## config.mk

```make
export PLATFORM = sky130hd
export DESIGN_NAME = instr_register_ctrl_flat
export DESIGN_NICKNAME = d
export VERILOG_FILES = /design/src/rtl/instr_register_pkg.sv /design/src/rtl/instr_register_ctrl_if.sv /design/src/rtl/instr_register_ctrl_rr_arbiter.sv /design/src/rtl/instr_register_ctrl.sv /design/src/flat_wrapper.sv
export SDC_FILE = /design/constraint.sdc
export NUM_CORES = 1
export LEC_CHECK = 0
export CAP_MARGIN = 25
export CORE_MARGIN = 2
export CORE_UTILIZATION = 40
export CTS_BUF_LIST = sky130_fd_sc_hd__clkbuf_8
export CTS_CLUSTER_DIAMETER = 50
export DETAILED_ROUTE_END_ITERATION = 7
export PLACE_DENSITY_LB_ADDON = 0.2
export SYNTH_ARGS = -nofsm -noshare
export SYNTH_HDL_FRONTEND = slang
export SYNTH_SLANG_ARGS = --single-unit
```

## constraint.sdc

```tcl
create_clock -name clk -period 4.4 [get_ports clk]
set_input_delay 0.88 -clock clk [delete_from_list [all_inputs] [get_ports clk]]
set_output_delay 0.88 -clock clk [all_outputs]
set_load 0.02 [all_outputs]
```

## src/rtl/instr_register_pkg.sv

```systemverilog
// Shared types for the instruction register and the controller that fills and drains it.
package instr_register_pkg;

    typedef enum logic [3:0] {
        ZERO  = 4'd0,
        PASSA = 4'd1,
        PASSB = 4'd2,
        ADD   = 4'd3,
        SUB   = 4'd4,
        MULT  = 4'd5,
        DIV   = 4'd6,
        MOD   = 4'd7
    } opcode_t;

    typedef logic signed [31:0] operand_t;
    typedef logic [4:0]         address_t;

    typedef struct packed {
        opcode_t  opc;
        operand_t op_a;
        operand_t op_b;
    } instruction_t;

    typedef enum logic {
        IDLE = 1'b0,
        LOAD = 1'b1
    } ctrl_state_t;

    // The queue is exactly as deep as the register file addressed by address_t.
    localparam int DEPTH   = 2 ** $bits(address_t);
    localparam int COUNT_W = $clog2(DEPTH) + 1;

endpackage

```

## src/rtl/instr_register_ctrl_if.sv

```systemverilog
// Producer, consumer and instruction-register signals of instr_register_ctrl.
interface instr_register_ctrl_if #(
    parameter int N_REQ = 2
);
    import instr_register_pkg::*;

    logic [N_REQ-1:0]     req;
    opcode_t  [N_REQ-1:0] req_opcode;
    operand_t [N_REQ-1:0] req_operand_a;
    operand_t [N_REQ-1:0] req_operand_b;
    logic [N_REQ-1:0]     gnt;
    logic                 flush;
    logic                 rd_ready;
    logic                 rd_valid;
    logic [COUNT_W-1:0]   count;
    logic                 full;
    logic                 empty;
    logic                 load_en;
    opcode_t              opcode;
    operand_t             operand_a;
    operand_t             operand_b;
    address_t             write_pointer;
    address_t             read_pointer;

    modport slave (
        input  req, req_opcode, req_operand_a, req_operand_b, flush, rd_ready,
        output gnt, rd_valid, count, full, empty, load_en, opcode, operand_a,
               operand_b, write_pointer, read_pointer
    );

    modport master (
        output req, req_opcode, req_operand_a, req_operand_b, flush, rd_ready,
        input  gnt, rd_valid, count, full, empty, load_en, opcode, operand_a,
               operand_b, write_pointer, read_pointer
    );

endinterface

```

## src/rtl/instr_register_ctrl_rr_arbiter.sv

```systemverilog
// Round-robin arbiter: first asserted request at or after rr_ptr wins (one-hot).
module rr_arbiter #(
    parameter int N_REQ = 2
) (
    input  logic [N_REQ-1:0]         req,
    input  logic [$clog2(N_REQ)-1:0] rr_ptr,
    output logic [N_REQ-1:0]         winner
);
    localparam int PW = $clog2(N_REQ);

    logic          found;
    logic [PW:0]   sum;
    logic [PW-1:0] idx;

    always_comb begin
        winner = '0;
        found  = 1'b0;
        sum    = '0;
        idx    = '0;
        for (int i = 0; i < N_REQ; i++) begin
            sum = {1'b0, rr_ptr} + (PW + 1)'(i);
            if (sum >= (PW + 1)'(N_REQ)) begin
                sum = sum - (PW + 1)'(N_REQ);
            end
            idx = sum[PW-1:0];
            if (!found && req[idx]) begin
                winner[idx] = 1'b1;
                found       = 1'b1;
            end
        end
    end

endmodule

```

## src/rtl/instr_register_ctrl.sv

```systemverilog
// Arbitrates N_REQ producers into instr_register and runs it as a circular FIFO
// for a single valid/ready consumer.
module instr_register_ctrl
    import instr_register_pkg::*;
#(
    parameter int N_REQ = 2
) (
    input  logic                  clk,
    input  logic                  reset_n,
    instr_register_ctrl_if.slave  bus
);
    localparam int PTR_W = $clog2(N_REQ);

    ctrl_state_t        state_q, state_d;
    logic [PTR_W-1:0]   rr_ptr_q, rr_ptr_d;
    logic [N_REQ-1:0]   winner_q, winner_d;
    logic               load_en_q, load_en_d;
    opcode_t            opcode_q, opcode_d;
    operand_t           operand_a_q, operand_a_d;
    operand_t           operand_b_q, operand_b_d;
    address_t           wp_q, wp_d;
    address_t           rp_q, rp_d;
    logic [COUNT_W-1:0] count_q, count_d;

    logic [N_REQ-1:0]   eligible;
    logic [N_REQ-1:0]   arb_winner;
    logic [PTR_W-1:0]   arb_idx;
    logic [PTR_W-1:0]   grant_idx;
    logic               space;
    logic               capture;
    logic               commit;
    logic               pop;

    function automatic logic [PTR_W-1:0] onehot_idx(input logic [N_REQ-1:0] oh);
        onehot_idx = '0;
        for (int i = 0; i < N_REQ; i++) begin
            if (oh[i]) onehot_idx = PTR_W'(i);
        end
    endfunction

    rr_arbiter #(.N_REQ(N_REQ)) u_arb (
        .req    (eligible),
        .rr_ptr (rr_ptr_q),
        .winner (arb_winner)
    );

    always_comb begin
        eligible    = bus.req;
        state_d     = IDLE;
        load_en_d   = 1'b0;
        winner_d    = winner_q;
        opcode_d    = opcode_q;
        operand_a_d = operand_a_q;
        operand_b_d = operand_b_q;
        rr_ptr_d    = rr_ptr_q;
        arb_idx     = onehot_idx(arb_winner);
        grant_idx   = onehot_idx(winner_q);

        // The requester being granted this cycle cannot win the next slot.
        case (state_q)
            IDLE:    eligible = bus.req;
            LOAD:    eligible = bus.req & ~winner_q;
            default: eligible = bus.req;
        endcase

        // An in-flight load already occupies a slot.
        space   = (count_q + COUNT_W'(load_en_q)) < COUNT_W'(DEPTH);
        capture = (|eligible) && space && !bus.flush;
        commit  = load_en_q && !bus.flush;
        pop     = (count_q != '0) && bus.rd_ready;

        if (load_en_q) begin
            rr_ptr_d = (grant_idx == PTR_W'(N_REQ - 1)) ? '0 : grant_idx + PTR_W'(1);
        end

        if (capture) begin
            state_d     = LOAD;
            load_en_d   = 1'b1;
            winner_d    = arb_winner;
            opcode_d    = bus.req_opcode[arb_idx];
            operand_a_d = bus.req_operand_a[arb_idx];
            operand_b_d = bus.req_operand_b[arb_idx];
        end

        if (bus.flush) begin
            wp_d    = '0;
            rp_d    = '0;
            count_d = '0;
        end else begin
            wp_d    = wp_q + address_t'(commit);
            rp_d    = rp_q + address_t'(pop);
            count_d = count_q + COUNT_W'(commit) - COUNT_W'(pop);
        end
    end

    always_ff @(posedge clk or negedge reset_n) begin
        if (!reset_n) begin
            state_q     <= IDLE;
            rr_ptr_q    <= '0;
            winner_q    <= '0;
            load_en_q   <= 1'b0;
            opcode_q    <= ZERO;
            operand_a_q <= '0;
            operand_b_q <= '0;
            wp_q        <= '0;
            rp_q        <= '0;
            count_q     <= '0;
        end else begin
            state_q     <= state_d;
            rr_ptr_q    <= rr_ptr_d;
            winner_q    <= winner_d;
            load_en_q   <= load_en_d;
            opcode_q    <= opcode_d;
            operand_a_q <= operand_a_d;
            operand_b_q <= operand_b_d;
            wp_q        <= wp_d;
            rp_q        <= rp_d;
            count_q     <= count_d;
        end
    end

    assign bus.gnt           = load_en_q ? winner_q : '0;
    assign bus.load_en       = load_en_q;
    assign bus.opcode        = opcode_q;
    assign bus.operand_a     = operand_a_q;
    assign bus.operand_b     = operand_b_q;
    assign bus.write_pointer = wp_q;
    assign bus.read_pointer  = rp_q;
    assign bus.count         = count_q;
    assign bus.rd_valid      = (count_q != '0);
    assign bus.empty         = (count_q == '0);
    assign bus.full          = (count_q == COUNT_W'(DEPTH));

endmodule

```

## src/flat_wrapper.sv

```systemverilog
// flat-port wrapper written by rule: the top's interface ports become plain ports
module instr_register_ctrl_flat import instr_register_pkg::*;
#(
    parameter int N_REQ = 2
)
  (clk, reset_n, bus_req, bus_req_opcode, bus_req_operand_a, bus_req_operand_b, bus_flush, bus_rd_ready, bus_gnt, bus_rd_valid, bus_count, bus_full, bus_empty, bus_load_en, bus_opcode, bus_operand_a, bus_operand_b, bus_write_pointer, bus_read_pointer);
  instr_register_ctrl_if #(.N_REQ(N_REQ)) bus_i ();
  input  logic clk;
  input  logic reset_n;
  input wire logic [$bits(bus_i.req)-1:0] bus_req;
  input wire logic [$bits(bus_i.req_opcode)-1:0] bus_req_opcode;
  input wire logic [$bits(bus_i.req_operand_a)-1:0] bus_req_operand_a;
  input wire logic [$bits(bus_i.req_operand_b)-1:0] bus_req_operand_b;
  input wire logic [$bits(bus_i.flush)-1:0] bus_flush;
  input wire logic [$bits(bus_i.rd_ready)-1:0] bus_rd_ready;
  output wire logic [$bits(bus_i.gnt)-1:0] bus_gnt;
  output wire logic [$bits(bus_i.rd_valid)-1:0] bus_rd_valid;
  output wire logic [$bits(bus_i.count)-1:0] bus_count;
  output wire logic [$bits(bus_i.full)-1:0] bus_full;
  output wire logic [$bits(bus_i.empty)-1:0] bus_empty;
  output wire logic [$bits(bus_i.load_en)-1:0] bus_load_en;
  output wire logic [$bits(bus_i.opcode)-1:0] bus_opcode;
  output wire logic [$bits(bus_i.operand_a)-1:0] bus_operand_a;
  output wire logic [$bits(bus_i.operand_b)-1:0] bus_operand_b;
  output wire logic [$bits(bus_i.write_pointer)-1:0] bus_write_pointer;
  output wire logic [$bits(bus_i.read_pointer)-1:0] bus_read_pointer;
  assign bus_i.req = bus_req;
  assign bus_i.req_opcode = bus_req_opcode;
  assign bus_i.req_operand_a = bus_req_operand_a;
  assign bus_i.req_operand_b = bus_req_operand_b;
  assign bus_i.flush = bus_flush;
  assign bus_i.rd_ready = bus_rd_ready;
  assign bus_gnt = bus_i.gnt;
  assign bus_rd_valid = bus_i.rd_valid;
  assign bus_count = bus_i.count;
  assign bus_full = bus_i.full;
  assign bus_empty = bus_i.empty;
  assign bus_load_en = bus_i.load_en;
  assign bus_opcode = bus_i.opcode;
  assign bus_operand_a = bus_i.operand_a;
  assign bus_operand_b = bus_i.operand_b;
  assign bus_write_pointer = bus_i.write_pointer;
  assign bus_read_pointer = bus_i.read_pointer;
  instr_register_ctrl #(.N_REQ(N_REQ)) u_core (.clk(clk), .reset_n(reset_n), .bus(bus_i));
endmodule
```

# == Word-level counts from Yosys, hierarchy flattened ==
# Index checks and enable logic that the tools add are counted.
# op_classes
n_addsub,9
magnitude_cmp,8
n_eq_ne,1
n_mux,28
bitwise_logic,4
reduce_logical,12
# ops
operator,n
$mux W32,4
$mux W1,13
$add A6 B1 Y6,2
$add A5 B1 Y5,2
$mux W5,2
$mux W4,2
$logic_and A1 B1 Y1,7
$eq A6 B6 Y1 const B,1
$logic_not A6 Y1,1
$lt A1 B2 Y1 const B,3
$lt A6 B6 Y1 const B,1
$mux W2,3
$mux W6,1
$reduce_bool A6 Y1,1
$sub A6 B1 Y6,1
$pmux W2 S2,1
$add A1 B1 Y2 const B,1
$and A2 B2 Y2,1
$demux W1 S1,2
$ge A1 B1 Y1 const B,2
$ge A1 B2 Y1 const B,1
$ge A2 B2 Y1 const B,1
$logic_not A1 Y1,2
$not A2 Y2,1
5 further kinds,6
# totals
register_bits,88
inputBits,142
output_inout_bits,90

# == Depth between registers and ports, before layout ==
# Gate-level depths: netlist of the first run.
# logic_depth
word_depth,12
depth_mapped,11
ltp_nobuf,11

# == Modules after synthesis ==
# From an unflattened synthesis of the first run, not the netlist that was laid out.
# hier_totals
hier_cells,326
hier_area_um2,4824.6
# by_module_without_submodules
module,n_inst,cells_per_inst,area_each_um2,seq_area_each_um2
instr_register_ctrl,1,323,4805.9,2202.1
rr_arbiter,1,3,18.8,0.0

# == Worst setup path after synthesis of the first run ==
# OpenSTA, ideal clock, no wires.
# synth_timing
path_type,flip-flop to flip-flop
start,reg u_core.count_q[2] (netlist: u_core.bus.count[2])
end,reg u_core.count_q[4] (netlist: u_core.bus.count[4])
setup_time_ns,0.132
t_arrival_ns,2.403
required_time_ns,4.268
setup_slack_ns,1.865
path_stages_with_launch,12
n_path_buf,0
period_less_slack_ns,2.535
cell_sequence,dfrtp_1 inv_1 ha_1 nand4bb_1 nand3_1 o21ai_0 ha_1 fa_1 a21oi_1 o21bai_1 xnor2_1 nor2_1
# synth_via
elab_chain_len,4
# synth_lines
element,line_no,rtl
start: declaration,instr_register_ctrl.sv:23,"logic [COUNT_W-1:0] count_q, count_d;"
start signal: assignment,instr_register_ctrl.sv:118,count_q <= count_d;
$reduce_bool A6 Y1,n/a,
net bus_rd_valid,flat_wrapper.sv:17,output wire logic [$bits(bus_i.rd_valid)-1:0] bus_rd_valid;
$logic_and A1 B1 Y1,instr_register_ctrl.sv:70,pop = (count_q != '0) && bus.rd_ready;
$sub A6 B1 Y6,instr_register_ctrl.sv:92,count_d = count_q + COUNT_W'(commit) - COUNT_W'(pop);
$mux W6,instr_register_ctrl.sv:85,if (bus.flush) begin
net u_core.count_d[4],instr_register_ctrl.sv:23,
# The timed path passes the listed nets, and every way through them passes these cells.
# A chain may end at the register's enable or synchronous reset.

# == Worst setup path after layout of the first run ==
# layout_timing
start,reg u_core.count_q[4] (netlist: u_core.bus.count[4])
end,out bus_empty
# layout_via
elab_chain_len,1
# layout_lines
element,line_no,rtl
$logic_not A6 Y1,instr_register_ctrl.sv:131,assign bus.empty = (count_q == '0);
end: declaration,flat_wrapper.sv:20,output wire logic [$bits(bus_i.empty)-1:0] bus_empty;
# No other way between the ends.

==> results.cfg, run 1 <==
[route]
drt-total-wl_um = 11700
drc = 0
detail-route-antenna-nets = 0
routed_via_density = 4.88
vias = 3415
routedWlPerCell_um = 16.7
firstDrtPassIters = 4
initialDrtViolationCount = 91

[synthesis]
synthDistinctLibCells = 34
synthesis.nets = 481
syn_inst = 325
synth.top_cell.area_share_pct = 49.2
seq_area_frac_synth_pct = 49.2
synthTopCellsByArea = dfrtp_1 49%, mux2_2 34%, ha_1 3.6%
netlist_area_um2 = 4480
synth_top_area_cell = dfrtp_1
synth.avg_cell_area_um2 = 13.8
yosysWarnings = 0
synth-seq-cells = 88

[floorplan]
die_w_um = 110
core_um2 = 10900
io_pins = 232
die_area_um2 = 12100
die_h_um = 110
start_util_pct = 41.1
rows = 38

[clocking]
clkLatencyLatePin_ns = 0.34
cts_max_path_buffers = 2
cts_tree = yes
cts_made_buffers = 9
cts_setup_buffers = 0
clock-sinks = 88
cts-root-buf = clkbuf_8
cts_resized = 0
cts_hold_buffers = 0
h-tree-depth = 3
clkTransAtPathRegs_ns = 0.08

[worst_setup_path]
cp-end-kind = primary output
critPathLaunch = u_core.bus.count[4]$_DFF_PN0_
worstSetupStartpointType = flop
arrival_ns = 2.06
rr_worst_depth = 11
rr_startpoint = u_core.bus.count[4]$_DFF_PN0_
worst_r2r_endpoint = u_core.bus.count[4]$_DFF_PN0_
crit_required_ns = 3.52
worstSetupPathType = reg -> out
cp_max_fo = 5
crit_end = bus_empty
r2r_setup_slack_ns = 1.91

[sta]
slew_headroom_pct = 52.2
maxSlewViolCount = 0
rsz0062_at_grt = false
period_share_pct = 66.7
worst_pin_slew_ns = 0.717
tns_ns = 0
finClkSkew_ns = 0.00792
hold_viol_final = 0
setup_viol = 0
timing.fmax_mhz = 341
fin_crit_ns = 2.94

[global_route]
grt_pass1_wl_um = 17700
grt_start_max_net_pins = 62
grt_pass1_vias = 3574
antenna_found_initial = 0
grt_use_total_pct = 19.2
grt_overflow = 0

[min_path]
min-delay-start = u_core.bus.operand_a[17]$_DFFE_PN0P_
hold_depth = 1
hp-class = reg -> reg

[pwr]
cellLeakagePower_nw = 2.93
power.density_nw_per_um2 = 606
vdd_drop_max_uv = 471

[layout]
n_antenna_cell = 0
seqCellArea_um2 = 2200
mostFrequentLayoutCells = 230 x clkdlybuf4s50_1, 137 x mux2_2, 88 x dfrtp_1
layout_commonest_cell = clkdlybuf4s50_1
area_growth_pct = 58.7
nFillCells = 877
multiInputGateArea_um2 = 2130
final_nets = 711
drive_gt1_share_pct = 28.2
finish.instance_area_um2 = 7100

[place]
io_buffer_count = 231
place_area_um2 = 6910
dp_hpwl_um = 8850
gp_congestion = 0.839

[status]
outcome = finished, final reports clean

[flow_run]
maxCapViolations = 0
-- Yosys cell counts --
library cell / instances
mux2_2: 137
dfrtp_1: 88
ha_1: 13
inv_1: 10
nor2_1: 9
buf_2: 7
buf_6: 7
nor2b_1: 6
nand3_1: 5
xnor2_1: 5
a21oi_1: 4
xor2_1: 4
nand2_1: 3
o21ai_0: 3
clkbuf_1: 2
nand4_1: 2
nor4_1: 2
o21ai_1: 2
a211oi_4: 1
a21boi_1: 1
a21o_1: 1
a31oi_1: 1
a41o_1: 1
and2_1: 1
and3_1: 1
and4_1: 1
fa_1: 1
mux2_1: 1
mux2i_1: 1
nand2b_1: 1
nand4bb_1: 1
o21bai_1: 1
or3_1: 1
or4_1: 1
-- area by class of cell --
cell class                 count  share of cell area [%]
clock buffer                  11                    2.13
clock inverter                 5                   0.669
inverter                      10                   0.528
multi-input combinational    211                    29.9
sequential                    88                    31.0
tap                          140                    2.47
timing repair buffer         235                    33.3
-- power by group --
| part | switching (W) | total [W] | internal (W) |
|---|---|---|---|
| sequential | 0.000208 | 0.00138 | 0.00117 |
| clock | 0.000268 | 0.000556 | 0.000288 |
| combinational | 0.00108 | 0.00237 | 0.00129 |
-- worst max-delay path, stage by stage (launching register included) --
cell and delay [ns]:
dfrtp_1 0.42, inv_1 0.12, ha_1 0.18, nand4bb_1 0.21
inv_1 0.16, clkdlybuf4s50_1 0.62
-- cell families (layout without fill, tap and decap cells) --
logic type | Yosys count | count (layout) | share of synthesized area (%)
multiplexers | 139 | 139 | 34.9
flip-flops | 88 | 88 | 49.2
AND/OR/NAND/NOR | 34 | 34 | 4.14
buffers and inverters | 26 | 261 | 3.55
AO/OA/AOI/OAI | 15 | 15 | 2.32
adder cells (fa/ha/maj) | 14 | 14 | 4.08
XOR/XNOR | 9 | 9 | 1.76
-- routing by layer --
| layer | track usage [%] | up-vias | wire length (µm) |
|---|---|---|---|
| li1 | - | 1616 | - |
| met1 | 21.5 | 1645 | 4340 |
| met2 | 35.0 | 142 | 6180 |
| met3 | 4.80 | 12 | 1000 |
| met4 | 7.32 | 0 | 189 |
| met5 | 0 | - | 0 |
-- worst min-delay path by stage --
stage,to,slack [ns]
2_1_floorplan,u_core.winner_q[0]$_DFFE_PN0P_,0.46
3_5_place_dp,u_core.bus.operand_a[16]$_DFFE_PN0P_,0.49
5_1_grt,u_core.bus.operand_a[13]$_DFFE_PN0P_,0.52
4_1_cts,u_core.bus.operand_a[13]$_DFFE_PN0P_,0.51
6_report,u_core.bus.operand_a[17]$_DFFE_PN0P_,0.51
3_3_place_gp,u_core.winner_q[0]$_DFFE_PN0P_,0.48
-- through the flow --
step / setup WS [ns] / power (W) / std cells / hold slack, ns / utilization [%]
4_1_cts: 1.44 / 0.00437 / 700 / 0.513 / 65.2
6_report: 1.46 / 0.00430 / 700 / 0.509 / 65.2
2_1_floorplan: 1.87 / 0.00269 / 325 / 0.458 / -
3_5_place_dp: 1.20 / 0.00379 / 684 / 0.494 / 63.4
5_1_grt: 1.29 / 0.00457 / 700 / 0.522 / 65.2
3_3_place_gp: 1.26 / 0.00373 / 684 / 0.484 / 63.4
-- registers in the layout (all words and copies together), names as in the netlist --
name and count:
u_core.bus.write_pointer 5, u_core.state_q 1, u_core.bus.count 6, u_core.rr_ptr_q 1
u_core.bus.operand_b 32, u_core.bus.opcode 4, u_core.bus.operand_a 32, u_core.winner_q 2
u_core.bus.read_pointer 5
Note: power is estimated with default switching activity, not from simulation.
==> inputs of run 2 (changes only) <==
--- a/config.mk
+++ b/config.mk
@@ -7,7 +7,7 @@
 export LEC_CHECK = 0
 export CAP_MARGIN = 25
 export CORE_MARGIN = 2
-export CORE_UTILIZATION = 40
+export CORE_UTILIZATION = 37
 export CTS_BUF_LIST = sky130_fd_sc_hd__clkbuf_8
 export CTS_CLUSTER_DIAMETER = 50
 export DETAILED_ROUTE_END_ITERATION = 7
==> constraint.sdc (replaced) <==
create_clock -name clk -period 2.5 [get_ports clk]
set_input_delay 0.5 -clock clk [delete_from_list [all_inputs] [get_ports clk]]
set_output_delay 0.5 -clock clk [all_outputs]
set_load 0.02 [all_outputs]
==> results.cfg, run 2 (synthesis gave the netlist of run 1 again) <==
[clocking]
cts_max_path_buffers = 2
clkLatencyLatePin_ns = 0.35
cts_tree = yes
cts_made_buffers = 9
clock-sinks = 88
cts-root-buf = clkbuf_8
h-tree-depth = 3
clkTransAtPathRegs_ns = 0.08

[floorplan]
io_pins = 232
core_um2 = 11900
die_h_um = 114
die_area_um2 = 13000
start_util_pct = 37.6
rows = 40
die_w_um = 114

[place]
place_area_um2 = 6990
io_buffer_count = 231
placed_cells = 697
dp_hpwl_um = 8870
gp_congestion = 0.796

[worst_setup_path]
cp-end-kind = primary output
crit_required_ns = 2.00
worstSetupStartpointType = flop
r2r_setup_slack_ns = 0.24
rr_startpoint = u_core.bus.count[3]$_DFF_PN0_
cp_max_fo = 5
worstSetupPathType = reg -> out
arrival_ns = 1.85
rr_worst_depth = 11
worst_r2r_endpoint = u_core.bus.count[4]$_DFF_PN0_

[pwr]
vdd_drop_max_uv = 590
cellLeakagePower_nw = 3.00
power.density_nw_per_um2 = 1070

[layout]
mostFrequentLayoutCells = 228 x clkdlybuf4s50_1, 137 x mux2_2, 88 x dfrtp_1
area_growth_pct = 61.7
drive_gt1_share_pct = 29.7
final_nets = 718
layout_commonest_cell = clkdlybuf4s50_1
finish.instance_area_um2 = 7240
final_cell_count_no_fill = 713
n_antenna_cell = 0

[route]
routed_via_density = 4.77
detail-route-antenna-nets = 0
firstDrtPassIters = 4
drc = 0
drt-total-wl_um = 11500
vias = 3400
initialDrtViolationCount = 83
routedWlPerCell_um = 16.2

[global_route]
grt_overflow = 0
grt_use_total_pct = 18.1
grt_pass1_wl_um = 18300
grt_start_max_net_pins = 89
grt_pass1_vias = 3701
antenna_found_initial = 0

[sta]
timing.fmax_mhz = 426
fin_crit_ns = 2.35
tns_ns = 0
rsz0062_at_grt = false
period_share_pct = 93.8
whs_ns = 0.175
maxSlewViolCount = 0
worst_pin_slew_ns = 0.469
hold_viol_final = 0
slew_headroom_pct = 68.7
setup_viol = 0
finClkSkew_ns = 0.00651

[min_path]
hp-class = in -> async

[flow_run]
maxCapViolations = 0

[status]
outcome = finished, final reports clean
## run 2: area by class of cell
type / count / area, µm²
inverters: 10 / 37.5
clock buffers: 11 / 151
multi-input cells: 211 / 2150
well taps: 147 / 184
clock inverters: 4 / 68.8
flip-flops and latches: 88 / 2200
repair buffers: 242 / 2440
fillers: 1029 / 4670
## run 2: worst max-delay path, cell delays in order, from the launching register on
cell	delay [ns]
dfrtp_1	0.44
inv_1	0.11
ha_2	0.22
nand4bb_4	0.15
clkdlybuf4s50_1	0.57
## run 2: how the worst max path moves through the flow
| stage | end | cells after the start | slack [ns] | start |
|---|---|---|---|---|
| finish | bus_rd_valid | 4 | 0.15 | u_core.bus.count[3]$_DFF_PN0_ |
| global route | u_core.bus.count[4]$_DFF_PN0_ | 11 | 0.02 | u_core.bus.count[3]$_DFF_PN0_ |
| CTS | bus_full | 4 | 0.06 | u_core.bus.count[3]$_DFF_PN0_ |
| detailed placement | u_core.bus.count[4]$_DFF_PN0_ | 9 | 0.09 | bus_rd_ready |
| global placement | u_core.bus.count[4]$_DFF_PN0_ | 9 | 0.12 | bus_rd_ready |
| floorplan | u_core.bus.count[4]$_DFF_PN0_ | 11 | 0.08 | u_core.bus.count[2]$_DFF_PN0_ |
## run 2: per-layer routing
layer / share of wire [%] / GRT usage, % / vias to the layer above / wire length, µm
met5: 0 / 0 / - / 0
met4: 1.1 / 4.72 / 0 / 124
met3: 9.0 / 6.59 / 8 / 1040
met2: 52 / 33.5 / 125 / 6010
met1: 38 / 19.5 / 1637 / 4370
li1: - / - / 1630 / -
## run 2: through the flow
| stage | util (%) | total power [W] | setup slack (ns) |
|---|---|---|---|
| finish | 60.8 | 0.00776 | 0.154 |
| global route | 60.8 | 0.00826 | 0.0248 |
| CTS | 60.5 | 0.00784 | 0.0575 |
| detailed placement | 58.7 | 0.00672 | 0.0922 |
| global placement | 58.7 | 0.00664 | 0.122 |
| floorplan | - | 0.00474 | 0.0753 |
## run 2: timing repair
item,CTS,global route
pin swaps,0,1
gates resized for setup,1,4
setup buffers,0,1
hold buffers,0,0
endpoints found under the setup margin,1,2
## run 2: power by group
group | total, W | internal (W) | switching, W
combinational | 0.00427 | 0.00232 | 0.00194
clock | 0.00108 | 0.000607 | 0.000478
sequential | 0.00241 | 0.00207 | 0.000341
==> variant 1: new RTL, flow settings as in run 2 <==
`N_REQ` is set to 2 in 4 places; all go to 4.
--- a/src/rtl/instr_register_ctrl_if.sv
+++ b/src/rtl/instr_register_ctrl_if.sv
@@ -1,6 +1,6 @@
 // Producer, consumer and instruction-register signals of instr_register_ctrl.
 interface instr_register_ctrl_if #(
-    parameter int N_REQ = 2
+    parameter int N_REQ = 4
 );
     import instr_register_pkg::*;
 
--- a/src/rtl/instr_register_ctrl_rr_arbiter.sv
+++ b/src/rtl/instr_register_ctrl_rr_arbiter.sv
@@ -1,6 +1,6 @@
 // Round-robin arbiter: first asserted request at or after rr_ptr wins (one-hot).
 module rr_arbiter #(
-    parameter int N_REQ = 2
+    parameter int N_REQ = 4
 ) (
     input  logic [N_REQ-1:0]         req,
     input  logic [$clog2(N_REQ)-1:0] rr_ptr,
--- a/src/rtl/instr_register_ctrl.sv
+++ b/src/rtl/instr_register_ctrl.sv
@@ -3,7 +3,7 @@
 module instr_register_ctrl
     import instr_register_pkg::*;
 #(
-    parameter int N_REQ = 2
+    parameter int N_REQ = 4
 ) (
     input  logic                  clk,
     input  logic                  reset_n,
--- a/src/flat_wrapper.sv
+++ b/src/flat_wrapper.sv
@@ -1,7 +1,7 @@
 // flat-port wrapper written by rule: the top's interface ports become plain ports
 module instr_register_ctrl_flat import instr_register_pkg::*;
 #(
-    parameter int N_REQ = 2
+    parameter int N_REQ = 4
 )
   (clk, reset_n, bus_req, bus_req_opcode, bus_req_operand_a, bus_req_operand_b, bus_flush, bus_rd_ready, bus_gnt, bus_rd_valid, bus_count, bus_full, bus_empty, bus_load_en, bus_opcode, bus_operand_a, bus_operand_b, bus_write_pointer, bus_read_pointer);
   instr_register_ctrl_if #(.N_REQ(N_REQ)) bus_i ();
Ports: changed (5 resized); port bits go from 232 to 372. No check against the original RTL was run, so the function may have changed too.
==> variant 1 against run 2 <==
- clock power up 10%
- sequential cell count up 3
- routed wire length up 120%
- the run now ends with setup timing left
- die area up 32%
- worst setup slack worse by 460 ps
- total power up 86%
- design area up 59%
- area after synthesis up 34%
==> variant 1: results (changes against run 2) <==
- Setup skew after layout: 8.45 ps (+1.94 ps)
* Total placed instance area: 10,500 um2 (+51%)
* M2 GR Usage: 49.0% (+16 points)
- Launch point of the worst path: u_core.state_q
- The worst hold slack across all endpoints was 53.5 ps (-121 ps).
- The mean cell area of the mapped netlist came to 9.55 um2 (-31%).
* Standby leakage power: 4.75 nW (+59%)
- The cell family contributing the most delay on the critical path is compound AO/OA/AOI/OAI gates.
- Fraction of layout cells with a size suffix above 1: 22.2% (-7.5 points)
- Maximum fanout along the worst path: 14 (+9)
- The via count of the first global-routing pass is 7,140 (+93%).
- The share of the yosys chip area belonging to registers was 38.1% (-11 points).
- Last weighted congestion value of the routability-driven placer: 0.882 (+11%)
- The post-CTS setup repair buffer count was 8 (+8).
- # fillers: 1,193 (+16%)
- The total instance count after detailed placement was 1,229 (+76%).
* Global-route total usage across every layer: 29.1% (+11 points)
- The fraction of synthesized cell area in xor and xnor cells came to 1.61% (-0.15 points).
* Peak supply drop: 846 uV (+43%)
- Number of distinct library cells after synthesis: 41 (+21%)
- The complex-gate fraction of the synthesized area is 27.9% (+26 points).
- Adder-cell share of the synthesized area: 4.94% (+0.86 points)
- The worst setup slack after layout was -303 ps (-457 ps).
* Post-Synthesis Net Count: 929 (+93%)
- Number of cells traversed by the worst register-to-register path: 8 (-3)
- The switching fraction of total power is 44.7% (+9.1 points).
- The starting DRC count in detailed routing came to 337 (+310%).
- The count of placed standard cells in the final layout, fillers left out was 1,263 (+77%).
* Most used standard cells in the synthesized netlist: sky130_fd_sc_hd__dfrtp_1, sky130_fd_sc_hd__nor2_1, sky130_fd_sc_hd__a21oi_1, sky130_fd_sc_hd__mux2i_1, sky130_fd_sc_hd__o22ai_1
- The count of final setup violators is 70 (+70).
- Final HPWL DP: 18,400 um (+110%)
- Routed via count: 6,902 (+100%)
- Crit Reg-Reg Startpoint: u_core.state_q
- Met3 track demand over resource: 7.52% (+0.93 points)
* Capturing element of the worst setup path: u_core.bus.operand_b[22]
- Arrival time of the worst setup path: 3080 ps (+1230 ps)
- Max stage delay cell, worst path: sky130_fd_sc_hd__or4_4
- The relative slew slack came to 51.3% (-17 points).
* Met3 wire length: 1960 um (+89%)
- Top area cells in the synthesized netlist: sky130_fd_sc_hd__dfrtp_1, sky130_fd_sc_hd__mux2i_1, sky130_fd_sc_hd__o32ai_1
* Number of gates resized after CTS: 69 (+68)
- The global-route wire length before repair is 39,600 um (+120%).
* Proportion of synthesized flip-flops having asynchronous set or reset: 100% (unchanged)
* Overall routed net length: 25,600 um (+120%)
- Multiplexer fraction of the synthesized cell area: 13.7% (-21 points)
- Largest stage delay, worst path: 540 ps (-30 ps)
- The flow ran to the end, but the final reports show violations.
- The latest clock arrival within the worst-skew pair is 380 ps (+30 ps).
- Violated checks: setup timing
* Routed wire length on met2: 12,600 um (+110%)
- The met1 capacity usage during global routing is 35.0% (+16 points).
* Maximum number of pins on one net before global-route repair: 73 (-18%)
- Port Buffers: 371 (+61%)
variant 1: cell count changes in the layout (fill, tap and decap cells not counted), sizes merged, moves of 4 or more:
cell | before | now
a21oi | 4 | 76
mux2i | 1 | 75
o32ai | 0 | 68
and2 | 1 | 5
nor2 | 9 | 84
inv | 11 | 18
clkdlybuf4s50 | 228 | 366
mux2 | 138 | 3
buf | 12 | 91
ha | 13 | 22
o22ai | 0 | 68
variant 1: power groups by stage:
stage	logic, W	registers (W)	clock network, W
after global placement	0.00916	0.00261	0
after CTS	0.0101	0.00263	0.00120
after detailed placement	0.00929	0.00263	0
after floorplan	0.00483	0.00326	0
final	0.0106	0.00266	0.00119
after global routing	0.0112	0.00274	0.00126
variant 1: layout make-up:
cell class | count | area [um2] | area share, %
multi-input combinational | 459 | 3920 | 34.1
tap | 216 | 270 | 2.35
clock inverter | 5 | 75.1 | 0.653
sequential | 91 | 2280 | 19.9
timing repair buffer | 463 | 4730 | 41.1
inverter | 18 | 72.6 | 0.631
clock buffer | 11 | 151 | 1.32
==> variant 2: new RTL, settings of run 2 <==
Made on the original files. Make the reset (`reset_n`) synchronous in one clocked block.
--- a/src/rtl/instr_register_ctrl.sv
+++ b/src/rtl/instr_register_ctrl.sv
@@ -93,7 +93,7 @@
         end
     end
 
-    always_ff @(posedge clk or negedge reset_n) begin
+    always_ff @(posedge clk) begin
         if (!reset_n) begin
             state_q     <= IDLE;
             rr_ptr_q    <= '0;
Check against the original RTL: differs if reset_n is asserted again (counterexample within 4 cycles, from zero or initial values and one cycle with reset_n low); with reset_n held inactive, the same outputs for 10 cycles.
==> variant 2 against run 2 <==
- sequential power fell by 27%
- total power down 33%
- worst setup slack improved by 5.5 ps
- area after synthesis increased by 1.8%
- design area is 0.81% higher
- routed wire length grew 16%
- non-clock buffer count up 4
- combinational power down 44%
- sequential cell count stayed put
- hold slack improved by 340 ps
- critical path type is now register to register
- largest power group unchanged
- highest routed layer unchanged
==> variant 2: results (changes against run 2) <==
- Post-Synthesis Net Count: 584 (+21%)
* Sequential fraction of the synthesis area: 38.7% (-11 points)
* Post-place setup slack: -18.1 ps (-110 ps)
* Setup skew after layout: 10.9 ps (+4.41 ps)
- The final weighted congestion in routability-driven placement is 0.795 (-0.10%).
- Fraction of layout cells with a size suffix above 1: 16.5% (-13 points)
* Routed wire length on met2: 6770 um (+13%)
- Number of design-rule violations left by the first detailed-router iteration: 130 (+57%)
* Launch point of the worst path: u_core.bus.count[4]
* Met3 wire length: 1050 um (+0.97%)
- M2 GR Usage: 34.6% (+1.2 points)
* Vias per cell: 5.16 (+8.2%)
- The run finished with clean final reports.
- The routed metal-1 wirelength was 5320 um (+22%).
* Maximum fanout along the worst path: 3 (-2)
- The share of synthesized cell area in full adder, half adder and majority cells came to 4.56% (+0.48 points).
- The mux contribution to synthesized area came to 14.9% (-20 points).
* Number of gates resized after CTS: 0 (-1)
- The complex-gate fraction of the synthesized area came to 28.7% (+26 points).
- By count the netlist is led by sky130_fd_sc_hd__dfxtp_1, sky130_fd_sc_hd__a21oi_1, sky130_fd_sc_hd__a211oi_2, sky130_fd_sc_hd__mux2i_1, sky130_fd_sc_hd__clkbuf_1.
- The met3 demand-to-capacity share in global routing is 5.17% (-1.4 points).
* Top area cells in the synthesized netlist: sky130_fd_sc_hd__dfxtp_1, sky130_fd_sc_hd__a211oi_2, sky130_fd_sc_hd__mux2i_1
- The worst setup path is captured at a register.
- First-pass GRT wire length: 20,200 um (+10%)
* Routed via count: 4,111 (+21%)
- Peak supply drop: 765 uV (+30%)
- Average cell area after synthesis: 10.7 um2 (-22%)
* R2R Setup Slk: 160 ps (-80 ps)
- The total cell area at the placement stage came to 7070 um2 (+1.2%).
* Hold slack: 517 ps (+342 ps)
- The post-synthesis cell type count is 35 (+2.9%).
- Pin slew with the least headroom to its limit: 475 ps (+5.44 ps)
variant 2: changes by cell type in the layout (fill, tap and decap cells not counted), sizes merged, moves of 3 or more:
cell | before | now
mux2 | 138 | 0
dfrtp | 88 | 0
dfxtp | 0 | 88
a211oi | 1 | 69
a21oi | 4 | 72
mux2i | 1 | 68
and2 | 1 | 9
nor2b | 6 | 2
buf | 12 | 15
clkdlybuf4s50 | 228 | 231
nand2 | 3 | 0
nand3 | 5 | 8
nor2 | 9 | 12
variant 2: power breakdown:
part | internal [W] | total [W] | leakage (nW) | switching [W]
logic | 0.00116 | 0.00237 | 1.83 | 0.00121
clock network | 0.000607 | 0.00111 | 0.117 | 0.000498
registers | 0.00161 | 0.00175 | 0.727 | 0.000131
total | 0.00338 | 0.00522 | 2.67 | 0.00184
variant 2: final cells by class:
type                       instances  area, um2
tap                              147        184
fill                            1029       4720
multi-input combinational        289       2580
clock inverter                     4       68.8
inverter                          12       46.3
timing repair buffer             246       2500
sequential                        88       1760
clock buffer                      11        151
